**src/rtl/jpeg_pkg.sv**
```systemverilog
// Shared types and constants for the JPEG IDCT coefficient buffer.
// Bits [ID_W-1:ID_W-2] of a block id carry the colour component.
package jpeg_pkg;

  localparam int JPEG_BLK_SIZE = 64;
  localparam int JPEG_DATA_W   = 16;
  localparam int JPEG_ID_W     = 32;

  typedef logic signed [JPEG_DATA_W-1:0] coef_t;
  typedef logic [5:0]                    blk_idx_t;

  typedef enum logic [1:0] {
    COMP_Y  = 2'd0,
    COMP_CB = 2'd1,
    COMP_CR = 2'd2
  } comp_e;

  localparam int JPEG_COMP_MSB = JPEG_ID_W - 1;
  localparam int JPEG_COMP_LSB = JPEG_ID_W - 2;

  function automatic comp_e id_comp(input logic [JPEG_ID_W-1:0] id);
    return comp_e'(id[JPEG_COMP_MSB:JPEG_COMP_LSB]);
  endfunction

endpackage

```
**src/rtl/jpeg_idct_buf_bank.sv**
```systemverilog
// One ping-pong bank: coefficient RAM with registered read, written mask,
// block id and full flag. Unwritten entries are hidden by the mask.
module jpeg_idct_buf_bank
  import jpeg_pkg::*;
#(
  parameter int DATA_W = 16,
  parameter int ID_W   = 32
) (
  input  logic              clk_i,
  input  logic              flush_i,
  input  logic              wr_en_i,
  input  logic              wr_first_i,
  input  blk_idx_t          wr_idx_i,
  input  logic [DATA_W-1:0] wr_data_i,
  input  logic [ID_W-1:0]   wr_id_i,
  input  logic              wr_eob_i,
  input  logic              rd_en_i,
  input  blk_idx_t          rd_addr_i,
  input  logic              clr_i,
  output logic              full_o,
  output logic [ID_W-1:0]   id_o,
  output logic [DATA_W-1:0] rd_data_o,
  output logic              rd_mask_o
);

  logic [DATA_W-1:0]        mem [JPEG_BLK_SIZE];
  logic [DATA_W-1:0]        rd_data_q;
  logic [JPEG_BLK_SIZE-1:0] mask_q, mask_d;
  logic                     full_q, full_d;
  logic [ID_W-1:0]          id_q, id_d;
  logic                     rd_mask_q, rd_mask_d;

  always_comb begin
    mask_d    = mask_q;
    full_d    = full_q;
    id_d      = id_q;
    rd_mask_d = rd_mask_q;
    if (clr_i) begin
      mask_d = '0;
      full_d = 1'b0;
    end
    if (wr_en_i) begin
      mask_d[wr_idx_i] = 1'b1;
      if (wr_first_i) id_d = wr_id_i;
      if (wr_eob_i) full_d = 1'b1;
    end
    // Mask is sampled in the same cycle as the RAM read so both line up.
    if (rd_en_i) rd_mask_d = mask_q[rd_addr_i];
  end

  always_ff @(posedge clk_i) begin
    if (flush_i) begin
      mask_q    <= '0;
      full_q    <= 1'b0;
      id_q      <= '0;
      rd_mask_q <= 1'b0;
    end else begin
      mask_q    <= mask_d;
      full_q    <= full_d;
      id_q      <= id_d;
      rd_mask_q <= rd_mask_d;
    end
  end

  always_ff @(posedge clk_i) begin
    if (wr_en_i) mem[wr_idx_i] <= wr_data_i;
    if (rd_en_i) rd_data_q <= mem[rd_addr_i];
  end

  assign full_o    = full_q;
  assign id_o      = id_q;
  assign rd_data_o = rd_data_q;
  assign rd_mask_o = rd_mask_q;

endmodule

```
**src/rtl/jpeg_idct_buf.sv**
```systemverilog
// Ping-pong coefficient buffer between dezigzag and IDCT: sparse writes by
// natural index, then 64-beat drain. JPEG_IDCT_BUF_TRANSPOSE_EN selects column-major reads.
module jpeg_idct_buf
  import jpeg_pkg::*;
#(
  parameter int DATA_W = 16,
  parameter int ID_W   = 32
) (
  input  logic              clk_i,
  input  logic              rst_i,
  input  logic              img_start_i,
  input  logic              inport_valid_i,
  input  logic [DATA_W-1:0] inport_data_i,
  input  blk_idx_t          inport_idx_i,
  input  logic [ID_W-1:0]   inport_id_i,
  input  logic              inport_eob_i,
  output logic              ready_o,
  output logic              v_o,
  output logic [DATA_W-1:0] outport_data_o,
  output blk_idx_t          outport_idx_o,
  output logic [ID_W-1:0]   outport_id_o,
  output logic              outport_last_o,
  input  logic              yumi_i
);

  logic              flush, accept, issue, drain;
  logic [1:0]        bank_full, bank_rd_mask;
  logic [ID_W-1:0]   bank_id      [2];
  logic [DATA_W-1:0] bank_rd_data [2];

  logic              wr_bank_q, wr_bank_d;
  logic              wr_first_q, wr_first_d;
  logic              rd_bank_q, rd_bank_d;
  logic              rd_done_q, rd_done_d;
  logic              out_valid_q, out_valid_d;
  blk_idx_t          rd_idx_q, rd_idx_d;
  blk_idx_t          out_idx_q, out_idx_d;
  blk_idx_t          rd_addr;
  logic [ID_W-1:0]   out_id_q, out_id_d;

  assign flush   = rst_i | img_start_i;
  assign ready_o = !bank_full[wr_bank_q];
  assign accept  = inport_valid_i & ready_o & !flush;
  // Issue a RAM read whenever the output register is empty or being taken.
  assign issue   = !flush & bank_full[rd_bank_q] & !rd_done_q & (!out_valid_q | yumi_i);
  assign drain   = !flush & yumi_i & outport_last_o;

`ifdef JPEG_IDCT_BUF_TRANSPOSE_EN
  assign rd_addr = {rd_idx_q[2:0], rd_idx_q[5:3]};
`else
  assign rd_addr = rd_idx_q;
`endif

  generate
    for (genvar gi = 0; gi < 2; gi++) begin : g_bank
      localparam logic SEL = 1'(gi);
      jpeg_idct_buf_bank #(.DATA_W(DATA_W), .ID_W(ID_W)) u_bank (
        .clk_i     (clk_i),
        .flush_i   (flush),
        .wr_en_i   (accept & (wr_bank_q == SEL)),
        .wr_first_i(wr_first_q),
        .wr_idx_i  (inport_idx_i),
        .wr_data_i (inport_data_i),
        .wr_id_i   (inport_id_i),
        .wr_eob_i  (inport_eob_i),
        .rd_en_i   (issue & (rd_bank_q == SEL)),
        .rd_addr_i (rd_addr),
        .clr_i     (drain & (rd_bank_q == SEL)),
        .full_o    (bank_full[gi]),
        .id_o      (bank_id[gi]),
        .rd_data_o (bank_rd_data[gi]),
        .rd_mask_o (bank_rd_mask[gi])
      );
    end
  endgenerate

  always_comb begin
    wr_bank_d   = wr_bank_q;
    wr_first_d  = wr_first_q;
    rd_bank_d   = rd_bank_q;
    rd_idx_d    = rd_idx_q;
    rd_done_d   = rd_done_q;
    out_valid_d = out_valid_q;
    out_idx_d   = out_idx_q;
    out_id_d    = out_id_q;
    if (accept) begin
      wr_first_d = inport_eob_i;
      if (inport_eob_i) wr_bank_d = ~wr_bank_q;
    end
    if (yumi_i) out_valid_d = 1'b0;
    if (issue) begin
      rd_idx_d    = rd_idx_q + 6'd1;
      if (rd_idx_q == 6'd63) rd_done_d = 1'b1;
      out_valid_d = 1'b1;
      out_idx_d   = rd_addr;
      out_id_d    = bank_id[rd_bank_q];
    end
    if (drain) begin
      rd_bank_d = ~rd_bank_q;
      rd_idx_d  = '0;
      rd_done_d = 1'b0;
    end
  end

  always_ff @(posedge clk_i) begin
    if (flush) begin
      wr_bank_q   <= 1'b0;
      wr_first_q  <= 1'b1;
      rd_bank_q   <= 1'b0;
      rd_idx_q    <= '0;
      rd_done_q   <= 1'b0;
      out_valid_q <= 1'b0;
      out_idx_q   <= '0;
      out_id_q    <= '0;
    end else begin
      wr_bank_q   <= wr_bank_d;
      wr_first_q  <= wr_first_d;
      rd_bank_q   <= rd_bank_d;
      rd_idx_q    <= rd_idx_d;
      rd_done_q   <= rd_done_d;
      out_valid_q <= out_valid_d;
      out_idx_q   <= out_idx_d;
      out_id_q    <= out_id_d;
    end
  end

  assign v_o            = out_valid_q;
  assign outport_idx_o  = out_idx_q;
  assign outport_id_o   = out_id_q;
  assign outport_last_o = out_valid_q & (out_idx_q == 6'd63);
  assign outport_data_o = bank_rd_mask[rd_bank_q] ? bank_rd_data[rd_bank_q] : '0;

endmodule
```
**config.mk**
```make
export PLATFORM = sky130hd
export DESIGN_NAME = jpeg_idct_buf
export DESIGN_NICKNAME = d
export VERILOG_FILES = /design/src/rtl/jpeg_pkg.sv /design/src/rtl/jpeg_idct_buf_bank.sv /design/src/rtl/jpeg_idct_buf.sv
export SDC_FILE = /design/constraint.sdc
export NUM_CORES = 2
export LEC_CHECK = 0
export BUFFER_PORTS_ARGS = -buffer_cell sky130_fd_sc_hd__buf_2
export CAP_MARGIN = 20
export CORE_ASPECT_RATIO = 1.2
export CORE_UTILIZATION = 40
export CTS_CLUSTER_SIZE = 25
export DETAILED_ROUTE_END_ITERATION = 16
export SKIP_CTS_REPAIR_TIMING = 1
export SLEW_MARGIN = 20
export SYNTH_ARGS = -nofsm -noshare
export SYNTH_HDL_FRONTEND = slang
export SYNTH_HIERARCHICAL = 1
export SYNTH_SLANG_ARGS = --single-unit
export TNS_END_PERCENT = 10
```
**constraint.sdc**
```tcl
create_clock -name clk_i -period 5.63 [get_ports clk_i]
set_input_delay 0.2815 -clock clk_i [delete_from_list [all_inputs] [get_ports clk_i]]
set_output_delay 0.2815 -clock clk_i [all_outputs]
set_load 0.005 [all_outputs]
```
; ---- Word level (Yosys, flattened, before mapping)
; Memories as Yosys holds them, arrays and structs flattened. A register that Yosys moved wholly into a read port is not among the register bits.
; Index checks and enable logic that the tools add are counted.
[totals]
ram_bits = 2048
mem_count = 2
word_cells = 94
reg_bits = 245
output_inout_bits = 57
in_bits = 60
[classes]
n_lt_le_gt_ge = 6
reduce_logical = 11
n_eq_ne = 2
n_bitwise = 21
addsub = 1
n_mux = 35
[mem_list]
columns = name, words, word_bits, rd, rd_clocked_by_memory_dff, write_ports, line_no
row1 = g_bank[0].u_bank.mem, 64, 16, 1, 1, 1, jpeg_idct_buf_bank.sv:26  ; logic [DATA_W-1:0] mem [JPEG_BLK_SIZE];
row2 = g_bank[1].u_bank.mem, 64, 16, 1, 1, 1, jpeg_idct_buf_bank.sv:26
[op_table]
columns = operator, n
row1 = two-way mux 64 bit, 4
row2 = bitwise OR 64 bit, 2
row3 = two-way mux 32 bit, 3
row4 = two-way mux 16 bit, 4
row5 = two-way mux 1 bit, 21
row6 = bitwise AND 1 bit, 14
row7 = less-than comparator 6 x 7 -> 1 bit (second input constant), 2
row8 = binary-select mux 1 bit (select 6 bit), 2
row9 = == test 6 bit (second input constant), 2
row10 = AND reduction 2 bit, 4
row11 = adder 6 x 1 -> 6 bit (second input constant), 1
row12 = demux 1 bit (select 6 bit), 1
row13 = greater-or-equal comparator 6 x 1 -> 1 bit (second input constant), 1
row14 = zero test 1 bit, 4
row15 = less-than comparator 1 x 2 -> 1 bit (second input constant), 2
row16 = greater-or-equal comparator 2 bit (second input constant), 1
row17 = inverter 1 bit, 2
row18 = inverter 1 -> 2 bit, 1
row19 = bitwise OR 1 bit, 2
row20 = nonzero test 2 bit, 1
row21 = OR reduction 2 bit, 1
row22 = logical AND 1 bit, 1

; ---- Longest topological paths before layout
[logic_depth]
ltp_word = 8
ltp_mapped = 11
ltp_nobuf = 8

; ---- By module
; The synthesis kept the hierarchy.
[modules_own_cells]
columns = mod, cells_each, area_each_um2, instances
row1 = jpeg_idct_buf_bank, 2015, 43440.4, 2
row2 = jpeg_idct_buf, 270, 2339.7, 1

; ---- Worst setup path after synthesis
; No wires, ideal clock.
[synth_timing]
path_kind = input-to-reg
start = input port img_start_i
end = memory g_bank[0].u_bank.mem[40][0], enable pin
path_buffers = 3
path_stages = 9
slack_ns = 1.714
required_time_ns = 5.196
arrival_ns = 3.483
cell_sequence = nor2_1 -> inv_1 -> clkbuf_1 -> nor3_1 -> clkbuf_1 -> nand2_1 -> or2_2 -> clkbuf_1 -> nor4_1
[synth_via]
elab_chain_cells = 6
[synth_rtl]
columns = item, line_no
row1 = start: declaration, jpeg_idct_buf.sv:11  ; input logic img_start_i,
row2 = bitwise OR 1 bit, jpeg_idct_buf.sv:41  ; assign flush = rst_i | img_start_i;
row3 = named net flush, jpeg_idct_buf.sv:26  ; logic flush, accept, issue, drain;
row4 = zero test 1 bit, jpeg_idct_buf.sv:43  ; assign accept = inport_valid_i & ready_o & !flush;
row5 = bitwise AND 1 bit, jpeg_idct_buf.sv:43
row6 = bitwise AND 1 bit, jpeg_idct_buf.sv:60  ; .wr_en_i (accept & (wr_bank_q == SEL)),
row7 = two-way mux 1 bit, jpeg_idct_buf_bank.sv:66  ; if (wr_en_i) mem[wr_idx_i] <= wr_data_i;
row8 = two-way mux 1 bit (not written as such), jpeg_idct_buf_bank.sv:66
row9 = end: declaration, jpeg_idct_buf_bank.sv:26
; The timed path passes the listed nets, and every way through them passes these cells.

; ---- Final worst setup path
[layout_timing]
start = input port img_start_i
end = memory g_bank[0].u_bank.mem[51][4], enable pin
[layout_via]
elab_chain_cells = 6
[layout_rtl]
columns = item, line_no
row1 = bitwise OR 1 bit, jpeg_idct_buf.sv:41
row2 = zero test 1 bit, jpeg_idct_buf.sv:43
row3 = bitwise AND 1 bit, jpeg_idct_buf.sv:43
row4 = bitwise AND 1 bit, jpeg_idct_buf.sv:60
row5 = two-way mux 1 bit, jpeg_idct_buf_bank.sv:66
row6 = two-way mux 1 bit (not written as such), jpeg_idct_buf_bank.sv:66
; No other way between the ends.

==> impl_results.md <==
* Run status: completed
* Post-synthesis mux area share at 0.183
* Initial DRC count at 4429
* DIE AREA at 225000 µm²
* CP Launch Type: input port
* Crit path DAT at 4210 ps
* Global-route wire length before repair at 318000 µm
* Initial antenna violation count at 12
* Actual slew at the worst max-slew pin at 1150 ps
* P_leak at 0.0304 µW
* Die Height at 519 µm
* WL/cell at 28.6 µm
* Htree depth at 4
* Core Area at 221000 µm²
* Vias in the first global route at 43182
* Setup Crit Path Kind: in2reg
* Syn. warnings at 6
* Skew-Pair Late Insertion Delay at 860 ps
* Most common cell after layout, fill and taps aside: edfxtp_1
* Post-synthesis compound-gate area fraction at 0.0178
* Routability cong. at 0.842
* Post-synth top flop: edfxtp_1
* Mapped Nets at 4361
* Clock sink count at 2325
* Period utilization at 0.665
* Total GRT Usage at 0.197
* Dominant cell type by area after synthesis: edfxtp_1
* Register area at 67400 µm²
* Most frequent cells in the layout: edfxtp_1, mux4_2, dfxtp_1
* Fraction of the mapped netlist area in simple logic gates at 0.0301
* Fraction of registers with async set/reset at 0
* Fin cells at 7732
* Placed cells at 7265
* Initial core utilization at 0.403
* RSZ-0062 raised after global routing: false
* Synth Area in XOR/XNOR at 0.000393
* Max Slew Vio Count at 0
* Area share of fa/ha/maj cells after synthesis at 0.000140
* Worst r2r path cells at 6
* Final worst slack at 1880 ps
* Share of post-route cells with drive strength above 1 at 0.292
* Syn Inst Count at 4300
* Top cell type's share of synthesized area at 0.700
* Critical Path End Type: register
* Area growth syn-to-layout at 14.2%
* Number of max-cap violations at 0
* CP required at 6090 ps
* CTS Buf Count at 217
* Yosys cell types at 40
* EDFF count, synth at 2080
* Largest family of logic cells by synthesized area: multiplexers
* Multi-input gate area at 21000 µm²
* GRT overflow at 0
* Max frequency at 0.267 GHz
* CTS root buf: clkbuf_16
* Vias at 42892
* CP Max Fanout at 31
* # setup viols final at 0
* Post-synthesis cell area at 89200 µm²
* Row count at 189
* Worst Hold Class: in2reg
* Seq/Total Area, Yosys at 0.755
* Hold Worst Slack at 9.48 ps
* Clk buf depth at 3
* Avg Cell Area, Syn at 20.7 µm²
* TNS Setup at 0 ps
* # fillers at 18444
* # nets final at 4637
* Ranking of synthesized cells by area: edfxtp_1, mux4_2, dfxtp_1
* DPL Wire Length at 133000 µm
* Largest net degree at the start of global routing at 104
* Clock Skew at 42.3 ps
* Max transition margin at 0.232
* Number of port buffers at 116
* Pre-CTS WS at 1740 ps
* Hold path cells at 1
* Total power divided by cell area at 333 nW/µm²
* DRT Pass-1 Iters at 6
* # DRC at 0
* #FFs+latches synth at 2325
* Final hold violations at 0
* Chip width at 433 µm
* Routed Antenna Nets at 0
* I/O pins at 117
* Final Power at 33900 µW
* CTS tree: done
* Detailed Route WL at 221000 µm
* Avg Vias per Cell at 5.55
* Max VDD drop at 0.000301 V
* Crit path time final at 3750 ps
* Reg clk slew, reported paths at 60 ps
[worst max-delay path, stage by stage]
cell and delay [ps]:
dlygate4sd3_1 540, buf_2 140, nor2_2 120, dlygate4sd3_1 650, inv_6 130, nor3_2 810
nand2_1 130, or2_2 460, nor2_2 920
[cells by family (layout without fill, tap and decap cells)]
family / after synthesis / in the layout
AO/OA/AOI/OAI: 288 / 288
XOR/XNOR: 4 / 4
adder cells (fa/ha/maj): 1 / 1
buffers and inverters: 276 / 736
flip-flops: 2325 / 2325
multiplexers: 785 / 785
other: 0 / 12
AND/OR/NAND/NOR: 621 / 621
[synth_stat cells (10+ instances only)]
cell	n
a21o_1	17
a21oi_1	164
a22oi_1	28
buf_1	31
buf_2	54
buf_4	16
clkbuf_1	159
dfxtp_1	245
edfxtp_1	2080
mux2_2	38
mux2i_1	73
mux4_2	674
nand2_1	189
nand2b_1	10
nand3_1	46
nor2_1	281
nor2b_1	21
nor3_1	11
o21ai_0	61
or2_2	20
[path summary, 6_finish.rpt]
| path | slack, ps | to | startpoint |
|---|---|---|---|
| worst max register to register | 1890 | g_bank[1].u_bank/rd_data_o[8] | rd_addr[0] |
| worst min register to register | 450 | g_bank[0].u_bank/id_o[26] | g_bank[0].u_bank/id_o[26] |
| worst min-delay path | 9 | g_bank[1].u_bank/mem[37][5] | inport_data_i[5] |
| worst max-delay path | 1880 | g_bank[0].u_bank/mem[51][4] | img_start_i |
[through the flow]
step / util / instance area [µm²]
global placement: 0.425 / 94000
floorplan: - / 89200
finish: 0.460 / 102000
detailed placement: 0.425 / 94200
global route: 0.460 / 102000
CTS: 0.458 / 101000
[metal layers]
| metal | GRT usage | share of wire |
|---|---|---|
| met5 | 0 | 0.000032 |
| met4 | 0.0678 | 0.034 |
| met3 | 0.0247 | 0.050 |
| met2 | 0.338 | 0.52 |
| met1 | 0.260 | 0.40 |
[where the power goes]
part	total, µW	switching (µW)	internal, µW
registers	18800	4.98	18800
logic	466	385	80.9
clock network	14700	6340	8360
[sequential cells by signal, summed over array words and instances (netlist names), 2 cells and up]
register / cells
g_bank.u_bank/rd_mask_o: 2
g_bank.u_bank/rd_data_o: 32
g_bank.u_bank/mem: 2048
g_bank.u_bank/mask_q: 128
rd_addr: 6
g_bank.u_bank/id_o: 64
outport_id_o: 32
outport_idx_o: 6
g_bank.u_bank/full_o: 2
[cell type report]
type | instances | share of cell area
Clock inverter | 119 | 0.0121
Multi-Input combinational cell | 1699 | 0.206
Tap cell | 2960 | 0.0364
Antenna cell | 12 | 0.000295
Timing Repair Buffer | 322 | 0.0254
Inverter | 11 | 0.000467
Sequential cell | 2325 | 0.661
Clock buffer | 284 | 0.0581
Note: power is estimated with default switching activity, not from simulation.
